===== src/rtl/mwb_pkg.sv =====
// Shared encodings and helpers for the matrix write-back sequencer.
package mwb_pkg;

  localparam int SLICE_W = 32;
  localparam int MAT_W   = 128;

  localparam logic [1:0] WSEL_NONE  = 2'b00;
  localparam logic [1:0] WSEL_REG   = 2'b01;
  localparam logic [1:0] WSEL_SLICE = 2'b10;
  localparam logic [1:0] WSEL_WHOLE = 2'b11;

  localparam logic [1:0] KIND_NOP   = 2'b00;
  localparam logic [1:0] KIND_REG   = 2'b01;
  localparam logic [1:0] KIND_SLICE = 2'b10;
  localparam logic [1:0] KIND_MAT   = 2'b11;

  typedef enum logic {
    ST_IDLE = 1'b0,
    ST_SEQ  = 1'b1
  } state_t;

  // Extract 32-bit slice idx from a 128-bit matrix word.
  function automatic logic [SLICE_W-1:0] slice_of(input logic [MAT_W-1:0] mat,
                                                  input logic [1:0] idx);
    logic [SLICE_W-1:0] s;
    case (idx)
      2'd0:    s = mat[31:0];
      2'd1:    s = mat[63:32];
      2'd2:    s = mat[95:64];
      default: s = mat[127:96];
    endcase
    return s;
  endfunction

endpackage


===== src/rtl/mwb_slice_pick.sv =====
// Lowest-set-bit priority encoder over the 4-slice write mask.
module mwb_slice_pick (
  input  logic [3:0] mask,
  output logic [1:0] idx,
  output logic       valid,
  output logic [3:0] rest
);

  // Pick the lowest enabled slice and report the mask with it removed.
  always_comb begin
    valid = |mask;
    idx   = 2'd0;
    if (mask[0])      idx = 2'd0;
    else if (mask[1]) idx = 2'd1;
    else if (mask[2]) idx = 2'd2;
    else if (mask[3]) idx = 2'd3;
    rest  = mask & (mask - 4'd1);
  end

endmodule


===== src/rtl/matrix_wb_sequencer.sv =====
// Write-back sequencer feeding the scalar/matrix register file write port.
// State table:
//   ST_IDLE | ready for a request; at most one write beat issued per accept
//   ST_SEQ  | draining remaining slice beats of a split matrix write
module matrix_wb_sequencer
  import mwb_pkg::*;
#(
  parameter bit WHOLE_WRITE_EN = 1'b1,
  parameter int NSLICE         = 4
) (
  input  logic                clk,
  input  logic                rst,
  input  logic                req_valid,
  output logic                req_ready,
  input  logic [1:0]          req_kind,
  input  logic [4:0]          req_addr,
  input  logic [31:0]         req_data,
  input  logic [127:0]        req_matrix,
  input  logic [NSLICE-1:0]   req_mask,
  input  logic                flush,
  output logic                busy,
  output logic [1:0]          w_select,
  output logic [4:0]          w_regs_addr,
  output logic [31:0]         w_regs_data,
  output logic [127:0]        w_matrix_data
);

  state_t              state;
  logic [NSLICE-1:0]   rem_mask;
  logic [NSLICE-1:0]   pick_in;
  logic [1:0]          pick_idx;
  logic                pick_valid;
  logic [NSLICE-1:0]   pick_rest;
  logic                accept;

  // One encoder serves both the incoming mask and the remaining mask in SEQ.
  always_comb begin
    pick_in   = (state == ST_SEQ) ? rem_mask : req_mask;
    req_ready = (state == ST_IDLE);
    busy      = (state != ST_IDLE);
    accept    = req_valid & req_ready & ~flush;
  end

  mwb_slice_pick u_pick (
    .mask  (pick_in),
    .idx   (pick_idx),
    .valid (pick_valid),
    .rest  (pick_rest)
  );

  // Sequencer FSM with registered write-port outputs.
  always_ff @(posedge clk or posedge rst) begin
    if (rst) begin
      state         <= ST_IDLE;
      rem_mask      <= '0;
      w_select      <= WSEL_NONE;
      w_regs_addr   <= '0;
      w_regs_data   <= '0;
      w_matrix_data <= '0;
    end else if (flush) begin
      state    <= ST_IDLE;
      rem_mask <= '0;
      w_select <= WSEL_NONE;
    end else if (state == ST_SEQ) begin
      // Slices come from the matrix latched at accept time.
      w_select    <= WSEL_SLICE;
      w_regs_addr <= {3'b000, pick_idx};
      w_regs_data <= slice_of(w_matrix_data, pick_idx);
      rem_mask    <= pick_rest;
      if (pick_rest == '0) state <= ST_IDLE;
    end else if (accept) begin
      case (req_kind)
        KIND_REG: begin
          if (req_addr != 5'd0) begin
            w_select    <= WSEL_REG;
            w_regs_addr <= req_addr;
            w_regs_data <= req_data;
          end else begin
            w_select <= WSEL_NONE;
          end
        end
        KIND_SLICE: begin
          w_select    <= WSEL_SLICE;
          w_regs_addr <= {3'b000, req_addr[1:0]};
          w_regs_data <= req_data;
        end
        KIND_MAT: begin
          w_matrix_data <= req_matrix;
          if (!pick_valid) begin
            w_select <= WSEL_NONE;
          end else if (WHOLE_WRITE_EN && (req_mask == '1)) begin
            w_select <= WSEL_WHOLE;
          end else begin
            // First slice beat goes out with the accept; the rest follow in SEQ.
            w_select    <= WSEL_SLICE;
            w_regs_addr <= {3'b000, pick_idx};
            w_regs_data <= slice_of(req_matrix, pick_idx);
            rem_mask    <= pick_rest;
            if (pick_rest != '0) state <= ST_SEQ;
          end
        end
        default: w_select <= WSEL_NONE;
      endcase
    end else begin
      w_select <= WSEL_NONE;
    end
  end

endmodule


===== config.mk =====
export PLATFORM = sky130hd
export DESIGN_NAME = matrix_wb_sequencer
export DESIGN_NICKNAME = d
export VERILOG_FILES = /design/src/rtl/mwb_pkg.sv /design/src/rtl/mwb_slice_pick.sv /design/src/rtl/matrix_wb_sequencer.sv
export SDC_FILE = /design/constraint.sdc
export NUM_CORES = 1
export LEC_CHECK = 0
export BUFFER_PORTS_ARGS = -buffer_cell sky130_fd_sc_hd__clkbuf_2
export CAP_MARGIN = 0
export CORE_MARGIN = 1.5
export CORE_UTILIZATION = 45
export DETAILED_ROUTE_END_ITERATION = 8
export PLACE_DENSITY_LB_ADDON = 0.08
export SYNTH_ARGS = -nofsm -noshare
export SYNTH_HDL_FRONTEND = slang
export SYNTH_HIERARCHICAL = 1
export SYNTH_SLANG_ARGS = --single-unit

===== constraint.sdc =====
create_clock -name clk -period 5.3 [get_ports clk]
set_clock_uncertainty 0.15 [all_clocks]
set_input_delay 0.795 -clock clk [delete_from_list [all_inputs] [get_ports clk]]
set_output_delay 0.795 -clock clk [all_outputs]
set_load 0.005 [all_outputs]

==> flow_metrics.tcl <==
set metrics [dict create \
    wl_per_cell_um 21.9 \
    power_mw 4.25 \
    cts_resized 0 \
    syn_inst 606 \
    initial_utilization 0.464 \
    r2r_slack_ps 1340 \
    remaining_drc_errors 0 \
    yosys_warnings 6 \
    coreArea_um2 19000 \
    syn_area_per_cell_um2 14.5 \
    slew_viol_final 0 \
    tightest_slew_ps 1180 \
    n_fill_cell 1573 \
    gp_congestion 0.829 \
    grt_first_pass_wirelength_um 40600 \
    finalCritPeriodShare 0.748 \
    relSlewSlack 0.214 \
    hold-path-cell-count 1 \
    cts_root_buf "clkbuf_16" \
    pin_count 344 \
    period_needed_ps 3960 \
    path_clk_slew_ps 60 \
    antenna_found_initial 1 \
    hold_start "w_regs_data[18]" \
    post_cts_buffers 0 \
    r2r-end "w_regs_data[21]" \
    routed_wl_um 26500 \
    final_cell_area_um2 11400 \
    p_leak_nw 5.39 \
    rows 50 \
    clock_latency_ps 420 \
    p_per_area_nw_per_um2 374 \
    hold-path-endpoint "w_regs_data[18]" \
    grt_max_degree 173 \
    finalHoldViolations 0 \
    netlist_area_um2 8790 \
    drive_gt1_frac 0.633 \
    cp-end-kind "flop" \
    overflow 0 \
    ys_types 31 \
    grtUsageTotal 0.263 \
    syn_to_final_growth_pct 29.2 \
    cts_sinks 172 \
    rsz0062_at_grt "false" \
    htree_levels 4 \
    vias_per_cell 5.62 \
    cp.required_ps 5440 \
    grt_pass1_vias 7209 \
    max_cap_viol_count 0 \
    die_area_um2 20400 \
    cts_tree "built" \
    final_antenna_net_count 0 \
    crit_start "busy" \
    io_buffers 343 \
    die_h_um 143 \
    critPathArrivalTime_ps 4110 \
    clockBufferDepth 2 \
    mostFrequentLayoutCell "clkbuf_2" \
    vdd_ir_drop_max_mv 0.281 \
    place_area_um2 10800 \
    cp-start-kind "flop" \
    status "finished clean" \
    path_class "reg -> reg" \
    synth_seq_area_share 0.489 \
    dpl.hpwl_um 19100 \
    syn_nets 781 \
    synth_seq_cells 172 \
    dr.pass1.iters 5 \
    drtIter0Drc 248 \
    die_x_um 143 \
    max_freq_mhz 252 \
    hp-class "reg -> reg" \
    rr_worst_depth 9 \
    final_nets 1107 \
    vias 6775 \
    r2r_start "busy" \
    setup_viol 0 \
    worstPathMaxFanout 22 \
    layout_common_cells "clkbuf_2, dfrtp_1, mux2_2" \
    numCtsBuffers 17 \
    fin_tns_setup_ps 0 \
    hold_buffers 0 \
]
==> kinds of logic after synthesis <==
kind of cell           Yosys count  share of synthesized area
muxes                          271                      0.389
DFF                            172                      0.489
AOI/OAI and AO/OA               75                     0.0689
buffers and inverters           55                     0.0337
and+or+nand+nor                 32                     0.0182
other                            1                   0.000426
==> state kept, by name, summed over array words and instances (netlist names) <==
name           count
w_matrix_data    128
w_regs_data       32
w_regs_addr        5
rem_mask           4
w_select           2
busy               1
==> power by group <==
| group | internal [mW] | leakage [nW] | total [mW] | switching (mW) |
|---|---|---|---|---|
| clock network | 0.674 | 0.285 | 1.19 | 0.514 |
| registers | 1.62 | 2.08 | 1.87 | 0.241 |
| logic | 0.689 | 3.02 | 1.20 | 0.510 |
==> routing by layer <==
layer / global-route usage / vias up / share of wire
met5: 0 / - / 0
met4: 0.0939 / 0 / 0.023
met3: 0.0805 / 39 / 0.073
met2: 0.455 / 277 / 0.51
met1: 0.310 / 3456 / 0.39
li1: - / 3003 / -
==> cell type report <==
class / count / area (µm²) / area share
repair buffers: 355 / 1890 / 0.167
well taps: 260 / 325 / 0.0286
flip-flops and latches: 172 / 4300 / 0.379
multi-input cells: 379 / 4240 / 0.373
clock inverters: 9 / 58.8 / 0.00518
inverters: 7 / 30.0 / 0.00264
clock buffers: 23 / 508 / 0.0447
diodes: 1 / 2.50 / 0.000220
==> cells in the mapped netlist <==
| library cell | number | area [µm²] |
|---|---|---|
| a221o_1 | 32 | 320 |
| mux4_2 | 32 | 721 |
| mux2_2 | 141 | 1590 |
| mux2i_1 | 71 | 711 |
| clkbuf_1 | 9 | 33.8 |
| buf_6 | 6 | 67.6 |
| inv_1 | 7 | 26.3 |
| nand2b_1 | 2 | 12.5 |
| a31oi_4 | 1 | 21.3 |
| buf_1 | 1 | 3.75 |
| o31a_1 | 1 | 8.76 |
| nand4_1 | 1 | 6.26 |
| o21ai_2 | 1 | 8.76 |
| nor3_1 | 2 | 10.0 |
| buf_4 | 2 | 15.0 |
| mux2_4 | 27 | 405 |
| and4_1 | 2 | 17.5 |
| conb_1 | 1 | 3.75 |
| nor4_1 | 1 | 6.26 |
| nor2_1 | 11 | 41.3 |
| o22ai_1 | 33 | 206 |
| and2_2 | 1 | 7.51 |
| nand3_1 | 1 | 5.00 |
| buf_2 | 30 | 150 |
| or4_4 | 1 | 11.3 |
| o211ai_1 | 1 | 7.51 |
| a21oi_1 | 5 | 25.0 |
| o21bai_1 | 1 | 7.51 |
| dfrtp_1 | 172 | 4300 |
| nor2b_1 | 2 | 12.5 |
| nand2_1 | 8 | 30.0 |
==> per-stage QoR <==
step / util / worst slack [ps] / hold WS, ps / instances
after floorplan: - / 2160 / 333 / 606
after global placement: 0.569 / 1400 / 344 / 1173
after detailed placement: 0.569 / 1360 / 344 / 1173
after CTS: 0.599 / 1350 / 363 / 1205
after global routing: 0.599 / 1190 / 372 / 1206
final: 0.599 / 1340 / 358 / 1206
==> how the worst max path moves through the flow <==
stage / end / slack [ps] / cells past startpoint
floorplan: busy / 2160 / 1
CTS: w_regs_data[21] / 1350 / 9
global route: w_regs_data[21] / 1190 / 9
detailed placement: w_regs_data[21] / 1360 / 10
finish: w_regs_data[21] / 1340 / 9
global placement: w_regs_data[21] / 1400 / 10
==> worst max-delay path, cell delays in order (launching register included) <==
cell and delay [ps]:
dfrtp_1 760, mux2_2 440, nand2b_1 190, a21oi_4 750, buf_12 300, buf_12 220
mux2i_1 350, o22ai_1 120, a221o_1 300, mux2_2 260
Note: power is estimated with default switching activity, not from simulation.
